<file path="src/rtl/watchdog_window.sv">
// watchdog_window: memory-mapped watchdog with kick, early-kick window, pre-timeout warning,
// sticky expiry status and a write-once configuration lock.
module watchdog_window #(
    parameter int          TIMER_WIDTH     = 28,
    parameter logic [31:0] DEFAULT_TIMEOUT = 32'h07ff_ffff,
    parameter logic [31:0] DEFAULT_WINDOW  = 32'hffff_ffff,
    parameter logic [31:0] DEFAULT_WARN    = 32'h0000_0000
) (
    input  logic        clk,
    input  logic        reset,
    input  logic        cs,
    input  logic        we,
    input  logic [7:0]  address,
    input  logic [31:0] write_data,
    output logic [31:0] read_data,
    output logic        ready,
    output logic        timeout,
    output logic        warn
);
    localparam int W = TIMER_WIDTH;
    typedef enum logic [1:0] {IDLE, RUNNING, EXPIRED} state_t;
    state_t         state_q;
    logic [W-1:0]   counter_q, init_q, window_q, warn_q;
    logic           lock_q, expired_q, early_q;
    logic [2:0]     cmd_q;
    logic           wr, cfg_ok, unused_wd;
    logic [W-1:0]   wdata;
    assign wr        = cs && we;
    assign cfg_ok    = wr && state_q == IDLE && !lock_q;
    assign wdata     = write_data[W-1:0];
    assign unused_wd = ^write_data;
    assign ready     = cs;
    assign timeout   = expired_q;
    assign warn      = state_q == RUNNING && warn_q != '0 && counter_q <= warn_q;
    always_ff @(posedge clk) begin
        if (reset) begin
            state_q   <= IDLE;
            counter_q <= '0;
            init_q    <= DEFAULT_TIMEOUT[W-1:0];
            window_q  <= DEFAULT_WINDOW[W-1:0];
            warn_q    <= DEFAULT_WARN[W-1:0];
            lock_q    <= 1'b0;
            expired_q <= 1'b0;
            early_q   <= 1'b0;
            cmd_q     <= 3'b0;
        end else begin
            cmd_q <= (wr && address == 8'h08) ? write_data[2:0] : 3'b0;
            if (cfg_ok && address == 8'h0a) init_q <= wdata;
            if (cfg_ok && address == 8'h0c) window_q <= wdata;
            if (cfg_ok && address == 8'h0d) warn_q <= wdata;
            if (wr && address == 8'h0e && write_data[0]) lock_q <= 1'b1;
            case (state_q)
                IDLE: begin
                    if (cmd_q[0] && !cmd_q[1]) begin
                        state_q   <= RUNNING;
                        counter_q <= init_q;
                    end
                end
                RUNNING: begin
                    // expiry is tested before any command so a late kick cannot rescue a zero count
                    if (counter_q == '0) begin
                        state_q   <= EXPIRED;
                        expired_q <= 1'b1;
                    end else if (cmd_q[1] && !lock_q) begin
                        state_q <= IDLE;
                    end else if (cmd_q[2] && counter_q <= window_q) begin
                        counter_q <= init_q;
                    end else if (cmd_q[2]) begin
                        state_q   <= EXPIRED;
                        expired_q <= 1'b1;
                        early_q   <= 1'b1;
                        counter_q <= '0;
                    end else begin
                        counter_q <= counter_q - W'(1);
                    end
                end
                default: counter_q <= '0;
            endcase
        end
    end
    always_comb begin
        read_data = '0;
        if (cs)
            case (address)
                8'h09:   read_data = {27'b0, warn, lock_q, early_q, expired_q, state_q == RUNNING};
                8'h0a:   read_data = 32'(init_q);
                8'h0b:   read_data = 32'(counter_q);
                8'h0c:   read_data = 32'(window_q);
                8'h0d:   read_data = 32'(warn_q);
                8'h0e:   read_data = {31'b0, lock_q};
                default: read_data = '0;
            endcase
    end
endmodule

</file>
<file path="config.mk">
export PLATFORM = sky130hd
export DESIGN_NAME = watchdog_window
export DESIGN_NICKNAME = d
export VERILOG_FILES = /design/src/rtl/watchdog_window.sv
export SDC_FILE = /design/constraint.sdc
export NUM_CORES = 1
export LEC_CHECK = 0
export ABC_AREA = 1
export CAP_MARGIN = 10
export CORE_UTILIZATION = 46
export CTS_CLUSTER_SIZE = 8
export DETAILED_ROUTE_END_ITERATION = 10
export HOLD_SLACK_MARGIN = 0.03
export PLACE_DENSITY = 0.67
export SLEW_MARGIN = 20
export SYNTH_ARGS = -nofsm -noshare
export SYNTH_HDL_FRONTEND = slang
export SYNTH_SLANG_ARGS = --single-unit
</file>
<file path="constraint.sdc">
create_clock -name clk -period 2.6 [get_ports clk]
set_input_delay 0.39 -clock clk [delete_from_list [all_inputs] [get_ports clk]]
set_output_delay 0.39 -clock clk [all_outputs]
set_load 0.05 [all_outputs]
</file>
==> results of run 1 <==
[registers in the layout, indices dropped and copies added, names as in the netlist]
signal     cells
cmd_q          3
counter_q     28
early_q        1
init_q        28
lock_q         1
state_q        2
timeout        1
warn_q        28
window_q      28
[cell usage in the layout, fill, tap and decap left out, types with 16 or more instances in the layout]
cell type / n
clkbuf_16: 17
dfxtp_1: 105
a21oi_2: 25
a21oi_1: 76
buf_4: 60
o211ai_1: 55
nand4_1: 16
ha_1: 49
nand2_1: 284
clkdlybuf4s50_1: 38
buf_12: 30
nand3_1: 65
o22ai_1: 21
a221oi_1: 16
o21ai_0: 50
nor2_1: 151
inv_1: 153
[final timing paths]
path | to | slack (ns)
min reg2reg | early_q | 0.47
max reg2reg | counter_q[11] | 0.27
min | cmd_q[2] | 0.45
max | read_data[4] | -0.22
[timing repair]
| item | in CTS | in global routing |
|---|---|---|
| setup buffers | 6 | 1 |
| gates cloned | 1 | 0 |
| pin swaps | 12 | 16 |
| gates resized for setup | 39 | 44 |
| endpoints found under the setup margin | 25 | 29 |
[logic make-up after synthesis]
kind of cell,synth area share (%)
simple gates,28.2
flops,29.9
fa+ha+maj,9.02
buf+inv,11.9
other cells,0.0466
compound gates,21.0
[per-layer routing]
metal | track usage [%] | vias up | part of all wire (%)
met1 | 38.3 | 4080 | 44
met2 | 49.8 | 338 | 47
met3 | 5.82 | 61 | 7.0
li1 | - | 4286 | -
met4 | 12.5 | 0 | 2.7
met5 | 0 | - | 0
[cells in the mapped netlist, drive strengths merged]
library cell	instances
o221ai	4
conb	1
clkinv	2
a21oi	101
nor2	162
o21bai	1
or2	2
clkbuf	31
o21ai	53
inv	168
and3	1
nor3	7
nand2	289
nand3	67
buf	33
and2	1
nor4	7
dfxtp	120
a21o	2
o211ai	55
ha	58
o22ai	25
a221oi	24
nand3b	1
nand4	16
[through the flow]
stage               util, %  power, mW  hold WS (ns)  worst slack, ns
floorplan                 -       2.51         0.424           0.0910
detailed placement     56.6       2.79         0.468           -0.170
global placement       56.6       2.78         0.459           -0.123
CTS                    61.0       5.15         0.467           -0.242
finish                 62.2       5.17         0.453           -0.220
global route           62.2       5.38         0.492           -0.297
[final cells by class]
type | count | area [sq um] | share of cell area [%]
multi-input cells | 880 | 4990 | 47.7
flip-flops and latches | 120 | 2420 | 23.2
repair buffers | 140 | 1560 | 14.9
inverters | 170 | 646 | 6.18
clock buffers | 22 | 464 | 4.44
well taps | 220 | 275 | 2.63
clock inverters | 9 | 100 | 0.958
[power breakdown]
part / switching, mW / internal (mW)
Combinational: 0.594 / 0.378
Clock: 0.877 / 1.44
Sequential: 0.0188 / 1.86
[critical path, cell delays in order, from the launching register on]
cell,delay (ns)
dfxtp_2,0.33
inv_2,0.06
ha_4,0.26
nand4_1,0.13
nor3_2,0.22
buf_4,0.15
and3_4,0.20
nand3_2,0.07
nand2_2,0.08
nand3_2,0.07
a21oi_2,0.16
buf_4,0.14
buf_12,0.12
==> run summary, run 1 <==
Run status: finished, violations left
Failing checks: negative setup slack
Placed Cells incl. Taps: 1523
Final setup viols: 2
CP max FO: 2
Layout cells sized above 1: 17.2%
Crit Reg-Reg Startpoint: counter_q[1]
Pwr dens: 494 mW/mm^2
Final period util: 108%
WS Path Type: flip-flop to output port
Clk_skew: 0.00963 ns
DP Wirelength: 18600 um
Share of Yosys cell area claimed by the top area cell type: 29.9%
Slew @ Worst Pin: 0.884 ns
Longest Clk Path Bufs: 2
Placer Congestion: 0.959
Avg Cell Area, Syn: 6.54 sq um
Routed WL per cell: 16.9 um
Die area: 0.0180 sq mm
Htree depth: 4
Slew HR: 41.1%
Final worst slack: -0.220 ns
Worst setup startpoint: warn_q[26]
Maximum vdd drop: 0.483 mV
First-pass GRT wire length: 42200 um
Via Count: 8765
Synth area leaders: dfxtp_1, nand2_1, ha_1
P&R area growth vs syn: 29.9%
Cell depth of the worst flop-to-flop path: 14
Post-synth top area cell: dfxtp_1
Post-Syn Area: 0.00805 sq mm
Placement row count: 47
# fillers: 1579
Upper clock frequency limit: 355 MHz
Hold depth: 4
HP Start: address[0]
Largest net degree at the start of global routing: 81
Total clock sinks: 120
Drt drc: 0
Core area: 0.0168 sq mm
Yosys cell types: 36
Crit path DAT: 2.43 ns
Final Hold Fails: 0
GR Util All Layers: 30.1%
Router iterations before antenna repair: 9
Placed cell area: 0.00952 sq mm
Initial Utilization: 47.9%
I/O Buffers: 70
Gr ovfl total: 0
Setup TNS: -0.412 ns
Maxcap violations: 0
Nets: 1431
Avg Vias per Cell: 5.61
Sequential-to-total area share from yosys stat: 29.9%
Die width: 134 um
Vias in the first global route: 8298
Synth Register Bits: 120
Antenna diodes: 0
CTS tree: built
Die Span Y: 134 um
Startpoint types: flip-flop
Design area: 0.0105 sq mm
Worst endpoint required time: 2.21 ns
Clock Pin Slew Worst Setup and Hold Paths: 0.05 ns
Max-slew violation count: 0
Post-Synthesis Cells: 1231
Warnings from Yosys: 0
Hold-fix buffers, CTS: 0
Post-route insts no fill: 1561
Worst hold path type: primary input to flip-flop
Initial antenna violation count: 0
Routed Wire Length: 26400 um
IO Pins: 79
Clock buffer count from CTS: 17
Clock root buffer: clkbuf_16
Clock latency on the worst-skew pair: 0.43 ns
RSZ-0062 raised after global routing: true
Tmin final: 2.82 ns
Worst setup EP type: output port
Lkg Pwr: 4.96 nW
Final ANT Viol Nets: 0
1st-iter DRT viols: 853
No activity file was read; power rests on OpenSTA's default activity.
==> run 2, diff against run 1 <==
- GPL_ROUTABILITY_DRIVEN: not set -> 0
- SLEW_MARGIN: 20 -> not set
==> run summary, run 2 (synthesis results as in run 1) <==
Run status: finished, violations left
Failing checks: negative setup slack
Initial Utilization: 47.9% (unchanged)
Clock latency on the worst-skew pair: 0.44 ns (about the same)
Antenna diodes: 0 (unchanged)
IO Pins: 79 (unchanged)
DP Wirelength: 18600 um (about the same)
WS Path Type: flip-flop to output port
Pwr dens: 480 mW/mm^2 (-3.0%)
Final Hold Fails: 0 (unchanged)
Maximum vdd drop: 0.543 mV (+12%)
Drt drc: 0 (unchanged)
Final period util: 106% (-2.1 points)
RSZ-0062 raised after global routing: true
Die area: 0.0180 sq mm (unchanged)
CTS tree: built
Core Util, Final: 62.0% (-0.13 points)
Layout cells sized above 1: 17.4% (+0.25 points)
Design area: 0.0104 sq mm (-0.20%)
Placed cell area: 0.00950 sq mm (-0.18%)
Startpoint types: flip-flop
Total clock sinks: 120 (unchanged)
Most common cell after layout, fill and taps aside: nand2_1
Worst endpoint required time: 2.21 ns (about the same)
Clock Pin Slew Worst Setup and Hold Paths: 0.06 ns (about the same)
Via Count: 8728 (-0.42%)
Lkg Pwr: 4.96 nW (about the same)
I/O Buffers: 70 (unchanged)
Placement row count: 47 (unchanged)
Final ANT Viol Nets: 0 (unchanged)
Core area: 0.0168 sq mm (unchanged)
GR Util All Layers: 29.4% (-0.74 points)
Upper clock frequency limit: 362 MHz (+2.0%)
Longest Clk Path Bufs: 2 (unchanged)
Clock root buffer: clkbuf_16
Final worst hold slack: 0.444 ns (-0.00870 ns)
Routed Wire Length: 26400 um (+0.24%)
Setup TNS: -0.226 ns (+0.186 ns)
Nets: 1428 (-0.21%)
Largest net degree at the start of global routing: 70 (-14%)
Seq. cell area: 0.00242 sq mm (+0.10%)
Multi-input gate area: 0.00498 sq mm (-0.10%)
Die width: 134 um (unchanged)
1st-iter DRT viols: 804 (-5.7%)
Htree depth: 4 (unchanged)
Die Span Y: 134 um (unchanged)
Slew HR: 49.7% (+8.6 points)
Clk_skew: 0.00895 ns (-0.000682 ns)
Worst setup EP type: output port
Crit path DAT: 2.37 ns (-0.06 ns)
CP max FO: 2 (unchanged)
Total power: 5.01 mW (-3.2%)
Final worst slack: -0.164 ns (+0.0556 ns)
Avg Vias per Cell: 5.60 (-0.29%)
Worst hold path type: primary input to flip-flop
Tmin final: 2.76 ns (-0.0556 ns)
Slew @ Worst Pin: 0.755 ns (-0.129 ns)
Max-slew violation count: 0 (unchanged)
Vias in the first global route: 7977 (-3.9%)
Gr ovfl total: 0 (unchanged)
# fillers: 1575 (-0.25%)
Final setup viols: 2 (unchanged)
Most frequent cells in the layout: nand2_1, inv_1, nor2_1
P&R area growth vs syn: 29.6%
Maxcap violations: 0 (unchanged)
First-pass GRT wire length: 41300 um (-1.9%)
Initial antenna violation count: 0 (unchanged)
Clock buffer count from CTS: 17 (unchanged)
Router iterations before antenna repair: 6 (-3)
Routed WL per cell: 17.0 um (+0.37%)
-- run 2: path summary, 6_finish.rpt --
kind / end / startpoint / depth (start not counted) / slack (ns)
worst max-delay path: read_data[4] / warn_q[22] / 13 / -0.16
worst min-delay path: cmd_q[1] / address[0] / 4 / 0.44
worst max register to register: counter_q[14] / counter_q[27] / 13 / 0.25
worst min register to register: state_q[0] / state_q[0] / 2 / 0.48
-- run 2: what timing repair did --
item	4_1_cts	5_1_grt
setup endpoints to repair	23	29
endpoints found under the hold margin	0	0
resized for setup	50	39
pin swaps	12	17
gates cloned	0	2
hold buffers	0	0
buffers inserted	4	3
-- run 2: stage by stage --
stage                     std cells  setup slack, ns
after floorplan                1234           0.0910
after global placement         1519          -0.0931
after detailed placement       1519           -0.128
after CTS                      1554           -0.183
after global routing           1559           -0.282
final                          1559           -0.164
-- run 2: critical path: stages (launching register included) --
cell and delay, ns:
dfxtp_1 0.34, inv_1 0.06, ha_1 0.26, nand2_1 0.10, nor3_2 0.06, buf_4 0.14, buf_4 0.13, a21oi_4 0.17
nand2_1 0.09, nand2_2 0.08, nand3_2 0.06, a21oi_2 0.16, buf_4 0.14, buf_12 0.12
-- run 2: power by group --
| group | switching, mW | internal (mW) | total [mW] |
|---|---|---|---|
| registers | 0.0205 | 1.86 | 1.88 |
| logic | 0.596 | 0.378 | 0.974 |
| clock network | 0.925 | 1.23 | 2.16 |
-- run 2: cell type report --
class	instances	area share, %
Sequential cell	120	23.2
Clock buffer	20	4.28
Inverter	170	6.16
Tap cell	220	2.64
Multi-Input combinational cell	880	47.8
Timing Repair Buffer	137	15.2
Clock inverter	12	0.768
-- run 2: routing by layer --
metal,vias to the layer above,global-route usage (%),wire length (um)
li1,4272,-,-
met3,54,4.76,1650
met4,0,12.4,738
met1,4057,38.8,11900
met5,-,0,0
met2,345,47.5,12100
==> run 3, diff against run 2 <==
- PLACE_DENSITY: 0.67 -> 0.69
- clock period: 2.6 -> 2.4 ns (I/O delays scaled with it)
==> run summary, run 3 (synthesis results as in run 1) <==
Slew HR: 56.4% (+6.8 points)
Initial antenna violation count: 0 (unchanged)
1st-iter DRT viols: 886 (+10%)
Max-slew violation count: 0 (unchanged)
Final ANT Viol Nets: 0 (unchanged)
Core area: 0.0168 sq mm (unchanged)
Clk_skew: 0.00966 ns (+0.000707 ns)
Slew @ Worst Pin: 0.653 ns (-0.102 ns)
Nets: 1457 (+2.0%)
Run status: finished, violations left
Final period util: 114%
Pwr dens: 534 mW/mm^2 (+11%)
Crit path max-delay family: simple AND/OR/NAND/NOR gates
HP Start: early_q
Clock Pin Slew Worst Setup and Hold Paths: 0.06 ns (about the same)
Cell mode on critical path: nand3_2
Largest net degree at the start of global routing: 71 (+1.4%)
Die area: 0.0180 sq mm (unchanged)
IO Pins: 79 (unchanged)
Most common cell after layout, fill and taps aside: nand2_1
Lkg Pwr: 5.16 nW (+4.1%)
Routed WL per cell: 18.0 um (+6.0%)
Maximum vdd drop: 0.557 mV (+2.6%)
Vias in the first global route: 8619 (+8.0%)
First-pass GRT wire length: 44700 um (+8.1%)
Top Layer Used: met4
Initial Utilization: 47.9% (unchanged)
Via Count: 9050 (+3.7%)
Htree depth: 4 (unchanged)
GR Util All Layers: 31.8% (+2.4 points)
Maxcap violations: 0 (unchanged)
Avg Vias per Cell: 5.70 (+1.8%)
Most frequent cells in the layout: nand2_1, inv_1, nor2_1
Failing checks: negative setup slack
Final worst slack: -0.337 ns (-0.172 ns)
Antenna diodes: 0 (unchanged)
Crit Reg-Reg Startpoint: counter_q[0]
Worst hold path type: flip-flop to flip-flop
Worst setup EP type: output port
RSZ-0062 raised after global routing: true
DP Wirelength: 18500 um (-0.40%)
Clock buffer count from CTS: 17 (unchanged)
Routed Wire Length: 28500 um (+8.0%)
Hold-fix buffers, CTS: 0 (unchanged)
Placement row count: 47 (unchanged)
Final setup viols: 2 (unchanged)
Drt drc: 0 (unchanged)
Startpoint types: flip-flop
Die Span Y: 134 um (unchanged)
Layout cells sized above 1: 18.9% (+1.5 points)
Router iterations before antenna repair: 6 (unchanged)
P&R area growth vs syn: 33.8%
Tmin final: 2.74 ns
Worst setup startpoint: warn_q[27]
Clock root buffer: clkbuf_16
Longest Clk Path Bufs: 2 (unchanged)
DP Worst Slack: -0.316 ns (-0.188 ns)
Met1 WL: 12100 um (+1.1%)
Total power: 5.75 mW (+15%)
I/O Buffers: 70 (unchanged)
Final Hold Fails: 0 (unchanged)
Total clock sinks: 120 (unchanged)
Worst endpoint required time: 2.04 ns (-0.17 ns)
CTS tree: built
DR WL met2: 13000 um (+7.5%)
Setup TNS: -0.643 ns (-0.416 ns)
WS Path Type: flip-flop to output port
CP Buf/Inv Count: 3 (-2)
CP Cell Sequence: inv_2 -> ha_4 -> nand4_1 -> nor3_2 -> buf_4 -> and3_4 -> nand3_2 -> nand2_2 -> nand3_2 -> a21oi_4 -> buf_12
Slowest cell on the critical path: dfxtp_2
CP max FO: 2 (unchanged)
Die width: 134 um (unchanged)
Crit path DAT: 2.38 ns (about the same)
Clock latency on the worst-skew pair: 0.44 ns (about the same)
Gr ovfl total: 0 (unchanged)
Max incr delay on CP: 0.34 ns (about the same)
Upper clock frequency limit: 365 MHz
Met3 routed wirelength: 2240 um (+36%)
[run 3: cell count changes in the layout (fill, tap and decap cells not counted), sizes merged]
cell / delta
buf: +32
clkdlybuf4s50: -6
dlygate4sd2: +6
clkinv: -5
dlymetal6s2s: -3
bufinv: +2
clkinvlp: +2
clkbuf: +1
[run 3: per-stage QoR]
stage / hold slack, ns / std cells / util, % / instance area [sq um]
2_1_floorplan: 0.424 / 1234 / - / 8060
3_3_place_gp: 0.456 / 1542 / 57.1 / 9600
3_5_place_dp: 0.463 / 1542 / 57.1 / 9600
4_1_cts: 0.477 / 1581 / 62.7 / 10500
5_1_grt: 0.491 / 1588 / 64.0 / 10800
6_report: 0.471 / 1588 / 64.0 / 10800
[run 3: routing by layer]
| metal | vias to the layer above | GRT usage [%] |
|---|---|---|
| met2 | 470 | 51.2 |
| met5 | - | 0 |
| li1 | 4330 | - |
| met3 | 106 | 6.05 |
| met1 | 4144 | 40.0 |
| met4 | 0 | 17.1 |
[run 3: worst min-delay path, cell delays in order, from the launching register on]
cell and delay [ns]:
dfxtp_1 0.32, inv_1 0.05, a21oi_1 0.05
[run 3: timing repair]
item | 4_1_cts | 5_1_grt
endpoints found under the setup margin | 29 | 54
gates cloned | 2 | 4
buffers inserted | 6 | 4
pin swaps | 19 | 12
resized for setup | 70 | 29
[run 3: final timing paths]
path | slack [ns] | to | cells past startpoint
min | 0.47 | early_q | 2
max | -0.34 | read_data[4] | 11
max reg2reg | 0.10 | counter_q[12] | 14
min reg2reg | 0.47 | early_q | 2
[run 3: area by class of cell]
class / instances / area [sq um]
clock buffers: 21 / 470
well taps: 220 / 275
inverters: 170 / 647
multi-input cells: 880 / 5060
repair buffers: 166 / 1780
clock inverters: 11 / 123
fillers: 1518 / 6050
flip-flops and latches: 120 / 2410
[run 3: where the power goes]
group	total [mW]	switching, mW	internal, mW
Combinational	1.12	0.683	0.439
Clock	2.60	0.999	1.60
Sequential	2.03	0.0178	2.01
